[src/rtl/cordic_wave_osc.sv]
// ---------------------------------------------------------------------------
// cordic_wave_osc
//
// Purpose:
//   Phase-accumulator waveform oscillator. Each accepted start request
//   produces one output sample. Sine comes from an iterative CORDIC rotation
//   (one micro-rotation per clock). Square, saw and triangle are derived
//   directly from the sampled phase. All modes take the same latency.
//
// Ports:
//   clk        in   clock
//   rst_n      in   asynchronous active-low reset
//   start      in   request one sample; sampled only while idle
//   mode       in   2'b00 sine, 01 square, 10 saw, 11 triangle
//   freq_inc   in   phase increment, added to the accumulator after each sample
//   phase_off  in   phase offset (full circle = 2^OUT_BITS)
//   phase_clr  in   synchronous accumulator clear (wins over the increment)
//   gain       in   amplitude gain, (gain+1)/16 (only with the macro below)
//   busy       out  high while a sample is in progress
//   valid      out  one-cycle pulse when out updates
//   out        out  offset-binary sample, midscale = 2^(OUT_BITS-1)
//
// Build option:
//   CORDIC_WAVE_AMP_SCALE_EN - adds the gain input and scales every waveform
//   about midscale before it is loaded into out.
//
// Timing: start sampled at edge E0, ITER rotation edges, then the DONE edge
// loads out and pulses valid (valid high ITER+1 cycles after E0).
// ---------------------------------------------------------------------------
module cordic_wave_osc #(
  parameter int ACC_BITS = 16,
  parameter int OUT_BITS = 8,
  parameter int ITER     = 8
) (
  input  logic                clk,
  input  logic                rst_n,
  input  logic                start,
  input  logic [1:0]          mode,
  input  logic [ACC_BITS-4:0] freq_inc,
  input  logic [OUT_BITS-1:0] phase_off,
  input  logic                phase_clr,
`ifdef CORDIC_WAVE_AMP_SCALE_EN
  input  logic [3:0]          gain,
`endif
  output logic                busy,
  output logic                valid,
  output logic [OUT_BITS-1:0] out
);

  // Phase / CORDIC word width: two guard bits below the output resolution.
  localparam int W   = OUT_BITS + 2;
  localparam int IW  = $clog2(ITER + 1);
  localparam int MID = 1 << (OUT_BITS - 1);
  localparam int AMP = MID - 1;
  // Start vector pre-scaled by the CORDIC gain 1/K (39797/65536 ~ 0.6073).
  localparam int X0  = (AMP * 39797) >> 16;

  localparam logic signed [W-1:0] AMP_POS = W'(AMP);
  localparam logic signed [W-1:0] AMP_NEG = -W'(AMP);
  localparam logic [W-1:0]        HALF    = W'(1) << (W - 1);
  localparam logic [OUT_BITS-1:0] MID_O   = OUT_BITS'(MID);

  typedef enum logic [1:0] {
    S_IDLE = 2'd0,
    S_RUN  = 2'd1,
    S_DONE = 2'd2
  } state_t;

  // arctan(2^-i) with a full circle of 2^16.
  function automatic logic [15:0] atan16(input logic [IW-1:0] i);
    case (i)
      IW'(0):  atan16 = 16'd8192;
      IW'(1):  atan16 = 16'd4836;
      IW'(2):  atan16 = 16'd2555;
      IW'(3):  atan16 = 16'd1297;
      IW'(4):  atan16 = 16'd651;
      IW'(5):  atan16 = 16'd326;
      IW'(6):  atan16 = 16'd163;
      IW'(7):  atan16 = 16'd81;
      IW'(8):  atan16 = 16'd41;
      IW'(9):  atan16 = 16'd20;
      IW'(10): atan16 = 16'd10;
      IW'(11): atan16 = 16'd5;
      IW'(12): atan16 = 16'd3;
      IW'(13): atan16 = 16'd1;
      IW'(14): atan16 = 16'd1;
      default: atan16 = 16'd0;
    endcase
  endfunction

  state_t               state_q, state_d;
  logic [IW-1:0]        iter_q, iter_d;
  logic signed [W-1:0]  x_q, x_d;
  logic signed [W-1:0]  y_q, y_d;
  logic signed [W-1:0]  z_q, z_d;
  logic [ACC_BITS-1:0]  acc_q, acc_d;
  logic [ACC_BITS-4:0]  freq_q, freq_d;
  logic [1:0]           mode_q, mode_d;
  // Phase bits [W-1:1]; bit 0 only matters for the sine fold at E0.
  logic [W-2:0]         p_q, p_d;
  logic [OUT_BITS-1:0]  out_q, out_d;
  logic                 valid_q, valid_d;
`ifdef CORDIC_WAVE_AMP_SCALE_EN
  logic [3:0]           gain_q, gain_d;
`endif

  logic [W-1:0]         phase_now;
  logic [W-1:0]         z_fold;
  logic signed [W-1:0]  atan_i;
  logic signed [W-1:0]  y_clamp;
  logic [OUT_BITS-1:0]  wave_v;
  logic [OUT_BITS-1:0]  out_val;

  // Sampled phase: top W accumulator bits plus the offset scaled to W bits.
  assign phase_now = acc_q[ACC_BITS-1 -: W] + {phase_off, 2'b00};
  assign atan_i    = W'(atan16(iter_q) >> (16 - W));

  // Fold quadrants 2 and 3 onto [-90, +90] degrees where CORDIC converges;
  // sin(180 - p) = sin(p) so y needs no correction afterwards.
  always_comb begin
    z_fold = phase_now;
    if (phase_now[W-1] ^ phase_now[W-2]) begin
      z_fold = HALF - phase_now;
    end
  end

  always_comb begin
    y_clamp = y_q;
    if (y_q > AMP_POS) begin
      y_clamp = AMP_POS;
    end else if (y_q < AMP_NEG) begin
      y_clamp = AMP_NEG;
    end
  end

  always_comb begin
    wave_v = '0;
    case (mode_q)
      2'b00:   wave_v = OUT_BITS'(y_clamp + W'(MID));
      2'b01:   wave_v = p_q[W-2] ? '0 : '1;
      2'b10:   wave_v = p_q[W-2:1];
      default: wave_v = p_q[W-2] ? ~p_q[W-3:0] : p_q[W-3:0];
    endcase
  end

`ifdef CORDIC_WAVE_AMP_SCALE_EN
  // Scale about midscale: s * (gain+1) / 16, arithmetic shift keeps sign.
  logic signed [OUT_BITS:0]   s_v;
  logic [5:0]                 g_v;
  logic signed [OUT_BITS+6:0] prod_v;
  logic signed [OUT_BITS+6:0] scaled_v;

  always_comb begin
    s_v      = $signed({1'b0, wave_v}) - $signed({1'b0, MID_O});
    g_v      = {2'b00, gain_q} + 6'd1;
    prod_v   = $signed({{6{s_v[OUT_BITS]}}, s_v}) *
               $signed({{(OUT_BITS + 1){1'b0}}, g_v});
    scaled_v = prod_v >>> 4;
    out_val  = OUT_BITS'(scaled_v) + MID_O;
  end
`else
  assign out_val = wave_v;
`endif

  always_comb begin
    state_d = state_q;
    iter_d  = iter_q;
    x_d     = x_q;
    y_d     = y_q;
    z_d     = z_q;
    acc_d   = acc_q;
    freq_d  = freq_q;
    mode_d  = mode_q;
    p_d     = p_q;
    out_d   = out_q;
    valid_d = 1'b0;
`ifdef CORDIC_WAVE_AMP_SCALE_EN
    gain_d  = gain_q;
`endif
    case (state_q)
      S_IDLE: begin
        if (start) begin
          mode_d  = mode;
          freq_d  = freq_inc;
          p_d     = phase_now[W-1:1];
          x_d     = W'(X0);
          y_d     = '0;
          z_d     = z_fold;
          iter_d  = '0;
          state_d = S_RUN;
`ifdef CORDIC_WAVE_AMP_SCALE_EN
          gain_d  = gain;
`endif
        end
      end
      S_RUN: begin
        if (!z_q[W-1]) begin
          x_d = x_q - (y_q >>> iter_q);
          y_d = y_q + (x_q >>> iter_q);
          z_d = z_q - atan_i;
        end else begin
          x_d = x_q + (y_q >>> iter_q);
          y_d = y_q - (x_q >>> iter_q);
          z_d = z_q + atan_i;
        end
        iter_d = iter_q + IW'(1);
        if (iter_q == IW'(ITER - 1)) begin
          state_d = S_DONE;
        end
      end
      S_DONE: begin
        out_d   = out_val;
        valid_d = 1'b1;
        acc_d   = acc_q + ACC_BITS'(freq_q);
        state_d = S_IDLE;
      end
      default: state_d = S_IDLE;
    endcase
    // Clear wins over the DONE increment but leaves the sample running.
    if (phase_clr) begin
      acc_d = '0;
    end
  end

  always_ff @(posedge clk or negedge rst_n) begin
    if (!rst_n) begin
      state_q <= S_IDLE;
      iter_q  <= '0;
      x_q     <= '0;
      y_q     <= '0;
      z_q     <= '0;
      acc_q   <= '0;
      freq_q  <= '0;
      mode_q  <= '0;
      p_q     <= '0;
      out_q   <= MID_O;
      valid_q <= 1'b0;
`ifdef CORDIC_WAVE_AMP_SCALE_EN
      gain_q  <= '0;
`endif
    end else begin
      state_q <= state_d;
      iter_q  <= iter_d;
      x_q     <= x_d;
      y_q     <= y_d;
      z_q     <= z_d;
      acc_q   <= acc_d;
      freq_q  <= freq_d;
      mode_q  <= mode_d;
      p_q     <= p_d;
      out_q   <= out_d;
      valid_q <= valid_d;
`ifdef CORDIC_WAVE_AMP_SCALE_EN
      gain_q  <= gain_d;
`endif
    end
  end

  assign busy  = (state_q != S_IDLE);
  assign valid = valid_q;
  assign out   = out_q;

endmodule

[config.mk]
export PLATFORM = sky130hd
export DESIGN_NAME = cordic_wave_osc
export DESIGN_NICKNAME = d
export VERILOG_FILES = /design/src/rtl/cordic_wave_osc.sv
export SDC_FILE = /design/constraint.sdc
export NUM_CORES = 1
export LEC_CHECK = 0
export CAP_MARGIN = 20
export CORE_MARGIN = 3
export CORE_UTILIZATION = 40
export CTS_CLUSTER_DIAMETER = 30
export DETAILED_ROUTE_END_ITERATION = 8
export PLACE_DENSITY_LB_ADDON = 0.3
export SLEW_MARGIN = 20
export SYNTH_ARGS = -nofsm -noshare
export SYNTH_HDL_FRONTEND = slang
export SYNTH_SLANG_ARGS = --single-unit
[constraint.sdc]
create_clock -name clk -period 3.75 [get_ports clk]
set_clock_uncertainty 0.2 [all_clocks]
set_input_delay 0.75 -clock clk [delete_from_list [all_inputs] [get_ports clk]]
set_output_delay 0.75 -clock clk [all_outputs]
set_load 0.03 [all_outputs]
### Word-level counts from Yosys, hierarchy flattened

Memories as Yosys holds them, arrays and structs flattened.
Cells that the tools add are included.

* multiplexer cells: 23
* equal/unequal tests: 7
* magnitude comparators: 2
* reduce and logical (&&, ||, !) cells: 8
* bitwise operators: 2
* shift operators: 2
* add/sub/neg operators: 11

Operator list (number)
* $mux 10: 7
* $pmux 10 s2: 3
* $add 10x10->10: 4
* $mux 16: 2
* $mux 8: 4
* $sub 10x10->10: 3
* $pmux 8 s3: 1
* $sshr 10x4->10: 2
* $add 16x13->16: 1
* $gt 10x8->1 const B: 1
* $lt 10x8->1 const B: 1
* $sub 10x10->10 const A: 1
* $add 8x8->8 const B: 1
* $not 8->8: 1
* $pmux 4 s2: 1
* $reduce_and 2->1: 3
* $reduce_bool 2->1: 3
* $add 4x1->4 const B: 1
* $eq 2x1->1 const B: 2
* $eq 2x2->1 const B: 2
* $eq 4x3->1 const B: 1
* $logic_not 2->1: 2
* $mux 2: 2
* $mux 4: 1
* 4 further kinds: 5

* memories: 1
* ROM bits: 224
* output and inout port bits: 10
* input bits: 27
* register bits after elaboration: 85
* word-level logic and storage cells: 67

Memories
* (name not given): words 16, width 14, read ports 1, clocked after Yosys merged registers in 0, wr ports 0, RTL line 71 `case (i)`

### Longest topological paths before layout

* depth after elaboration: 5
* depth in mapped cells: 20
* gate-level depth less buffers: 18

### Worst setup path before layout

Ideal clock, no wire load.

* path kind: reg-to-reg
* from: register iter_q[1]
* to: register x_q[9]
* period minus slack after synthesis: 3920 ps
* slack: -170 ps
* arrival time: 3582 ps
* cell stages (with the launch flop): 18
* library setup time: 138 ps
* required time: 3412 ps
* buffers on the path: 2
* cell sequence: dfrtp_1 buf_6 buf_2 inv_1 mux2i_1 mux2i_1 mux2_2 ha_1 mux2_2 ha_1 a21o_1 a21oi_1 o21ai_0 o41ai_1 o21a_1 nor3_1 mux2i_1 o221ai_1

* longest elaborated chain between the ends: 4
* elaborated cells between the ends (all ways): 5
* those cells by class: add/sub (2); shift (1); mux (2)

Ends and longest elaborated chain
* from (decl): RTL line 92 `logic [IW-1:0] iter_q, iter_d;`
* from (signal assigned): RTL line 243 `iter_q <= iter_d;`
* $sshr 10x4->10 (*): RTL line 198, 202
* $sub 10x10->10 / $add 10x10->10 (equally long branches): RTL line 198, 202
* $mux 10 (*): RTL line 197 `if (!z_q[W-1]) begin`
* $pmux 10 s2 (*): RTL line 180 `case (state_q)`
* to (signal assigned): RTL line 229 `x_q <= '0;`
* to (signal assigned): RTL line 244 `x_q <= x_d;`
* to (decl): RTL line 93 `logic signed [W-1:0] x_q, x_d;`

Mark *: on every way between the ends. The rest lies on a longest branch, timed or not.
A chain may end at the register's enable or synchronous reset.

### Worst setup path in the final report

* from: register iter_q[0]
* to: register z_q[9]

* longest elaborated chain between the ends: 4
* elaborated cells between the ends (all ways): 5
* those cells by class: add/sub (2); mux (2); memory (1)

Ends and longest elaborated chain
* $mem_v2 16x14 (*)
* $sub 10x10->10 / $add 10x10->10 (equally long branches): RTL line 200, 204
* $mux 10 (*): RTL line 197
* $pmux 10 s2 (*): RTL line 180
* to (signal assigned): RTL line 246 `z_q <= z_d;`
* to (decl): RTL line 95 `logic signed [W-1:0] z_q, z_d;`

Marks and branches as above.

==> metrics.md <==
| Metric | Value |
|---|---|
| Slew Limit Fails | 0 |
| Die ar. | a little over 0.02 sq mm |
| Arrival @ worst endpoint | ~3.9 ns |
| Commonest non-fill, non-tap cell in the layout | buf_4 |
| Part of the Yosys area used for sequential elements | 28.5% |
| Routed WL | about 21 mm |
| DP Wirelength | about 15 mm |
| WHS | ~0.028 ns |
| Dominant synthesized flop cell | dfrtp_1 |
| Period utilization | 102% |
| RSZ-0062 raised after global routing | true |
| Width of the die | 143 um |
| PnR worst setup slack | -0.0817 ns |
| Worst slew pin tran | just under 0.8 ns |
| WP buf/inv | 4 |
| CP top delay family | compound AO/OA/AOI/OAI gates |
| CTS sink cnt | 85 |
| Setup crit start kind | flop |
| Clock latency on the worst-skew pair | approximately 0.35 ns |
| Slowest CP cell | dfrtp_1 |
| Via density per instance | 5.58 |
| Maxcap violations | 0 |
| Ant. Diodes | 0 |
| Inserted Clock Buffers | 9 |
| Register area | between 0.002 and 0.0025 sq mm |
| Clock buffer depth | 2 |
| Status | complete, but fails checks |
| Register bit total from synthesis | between 80 and 90 |
| Antenna violations before repair | 0 |
| Fin. Hold Viols | 0 |
| RePlAce Congestion | 0.866 |
| Congestion Overflow GR | 0 |
| DRC viols | 0 |
| Layout cells sized above 1 | between 20% and 30% |
| Initial DRT Pass Iterations | 4 |
| All-layer global routing usage | 20.6% |
| Final core utilization | 53.6% |
| Max incr delay on CP | roughly 0.42 ns |
| Row count | between 40 and 50 |
| Avg Cell Area, Syn | about 8.5 sq um |
| Root Buffer Master | clkbuf_16 |
| Syn_nets | a little under 1k |
| Violated checks | setup timing |
| Max-slew headroom | between 40% and 50% |
| Cell Chain, Critical Path | buf_6 > buf_6 > clkinvlp_4 > ha_4 > nand2_2 > o21ai_2 > nand2_1 > ha_1 > inv_2 > mux2i_4 > ha_1 > a21o_1 > a21oi_2 > nor2b_1 > o21a_1 > o41a_1 > a31oi_1 > xnor2_1 > a22oi_1 |
| Vias in the first global route | approximately 6.9k |
| Largest net degree at the start of global routing | 78 |
| Reg clk slew, reported paths | 0.07 ns |
| TritonCTS clock tree | yes |
| Crit Path Max Fanout | 6 |
| HP Class | primary input to asynchronous set/reset pin |
| Final nets | approximately 1.1k |
| Via count | just over 7k |
| Maximum clock frequency | around 260 MHz |
| Min Tclk post-route | 3.83 ns |
| Post-route ant nets | 0 |
| Post-synthesis cell area | ~0.0075 sq mm |
| Most frequent cells in the layout | buf_4, nand2_1, dfrtp_1, nor2_1, a21oi_1 |
| Warnings, synthesis | 0 |
| Post-route design area | roughly 0.0097 sq mm |
| Multi-input logic area | roughly 0.0053 sq mm |
| Initial Util | around two fifths |
| Area growth from synthesis to layout | 30.3% |
| Die Y | between 100 and 150 um |
| Cells after Synth | 879 |
| Fillcell total | around 1.7k |
| CP endpoint kind | flop |
| Ports | 37 |
| Post-Place Setup Slack | -0.233 ns |
| FFs w/ async S/R, synth | 100% |
| Synth unique cells | around 80 |
| WS Path Type | flop to flop |
| H-tree Lvls | 3 |
| Core Area | approximately 0.018 sq mm |
| CP Data Required Time | roughly 3.8 ns |
| Final Setup Violations | 4 |
| Area after DPL | 0.00884 sq mm |
| Routed wire per std cell | about 16 um |
| Starting DRT DRC Count | between 300 and 400 |
| PortBufs | 36 |
| First-pass GRT wire length | approximately 34 mm |
| Number of flops mapped to enable cells by yosys | 0 |
## cell families (layout without fill, tap and decap cells)
group           count (synthesis)  after routing  share of synthesized area (%)
simple gates                  310            310                           19.9
compound gates                232            232                           20.9
buf+inv                        86            241                           4.74
flops                          85             85                           28.5
fa+ha+maj                      62             62                           10.9
xor+xnor                       61             61                           7.40
mux                            43             43                           7.69
## worst paths after layout
kind	from	end	slack [ns]	depth (start not counted)
min in group clk	out[5]	out[5]	0.28	1
min	rst_n	x_q[5]	0.03	1
max in group asynchronous	rst_n	out[7]	2.63	2
max reg2reg	iter_q[0]	z_q[9]	-0.08	19
max	iter_q[0]	z_q[9]	-0.08	19
min reg2reg	out[5]	out[5]	0.28	1
## timing repair
action | in CTS | in global routing
setup endpoints to repair | 8 | 12
buffers inserted | 21 | 14
hold endpoints to repair | 0 | 0
resized for setup | 41 | 50
hold buffers | 0 | 0
pin swaps | 28 | 40
## final cells by class
class / count / share of cell area [%]
multi-input cells: 708 / 54.8
flip-flops and latches: 85 / 21.9
repair buffers: 187 / 16.0
well taps: 229 / 2.94
clock buffers: 10 / 2.35
inverters: 38 / 1.53
clock inverters: 6 / 0.540
## per-stage QoR
| stage | instances | setup TNS [ns] |
|---|---|---|
| 5_1_grt | 1263 | -1.45 |
| 6_report | 1263 | -0.246 |
| 3_5_place_dp | 1216 | -1.68 |
| 4_1_cts | 1253 | -0.150 |
| 3_3_place_gp | 1216 | -1.09 |
| 2_1_floorplan | 879 | 0 |
## synth_stat cells, drive strengths merged, types with 6 or more instances
cell / instances / area (sq um)
a211oi: 8 / 60.1
xnor2: 37 / 343
mux4: 9 / 203
a31oi: 10 / 62.6
dfrtp: 84 / 2100
a21oi: 62 / 322
clkbuf: 30 / 113
nor2: 58 / 223
nand2b: 8 / 50.1
a221oi: 9 / 78.8
nand2: 127 / 479
mux2: 12 / 139
xor2: 24 / 210
buf: 18 / 98.9
a21o: 22 / 165
o21bai: 7 / 52.6
a22oi: 6 / 45.0
or3: 8 / 50.1
nor2b: 8 / 50.1
inv: 38 / 143
o31ai: 10 / 75.1
or4: 7 / 52.6
nor4: 6 / 52.6
nor3: 21 / 110
o21ai: 55 / 279
and3: 6 / 37.5
o21a: 9 / 67.6
ha: 57 / 713
nand3: 33 / 165
mux2i: 22 / 233
## flip-flops by register name (all words and copies together) (netlist names), 4 cells and up
register  count
p_q           9
z_q          10
acc_q        16
iter_q        4
freq_q       13
x_q          10
out           8
y_q          10
## layer usage
layer	track usage (%)	vias to the layer above	share of wire (%)
met5	0	-	0
met4	6.60	0	2.3
met3	3.15	33	3.5
met2	34.6	158	49
met1	27.2	3380	45
li1	-	3474	-
Power is left out: the tool's default activity adds up to more than one toggle a clock period on the data nets, which glitch-free logic cannot reach.
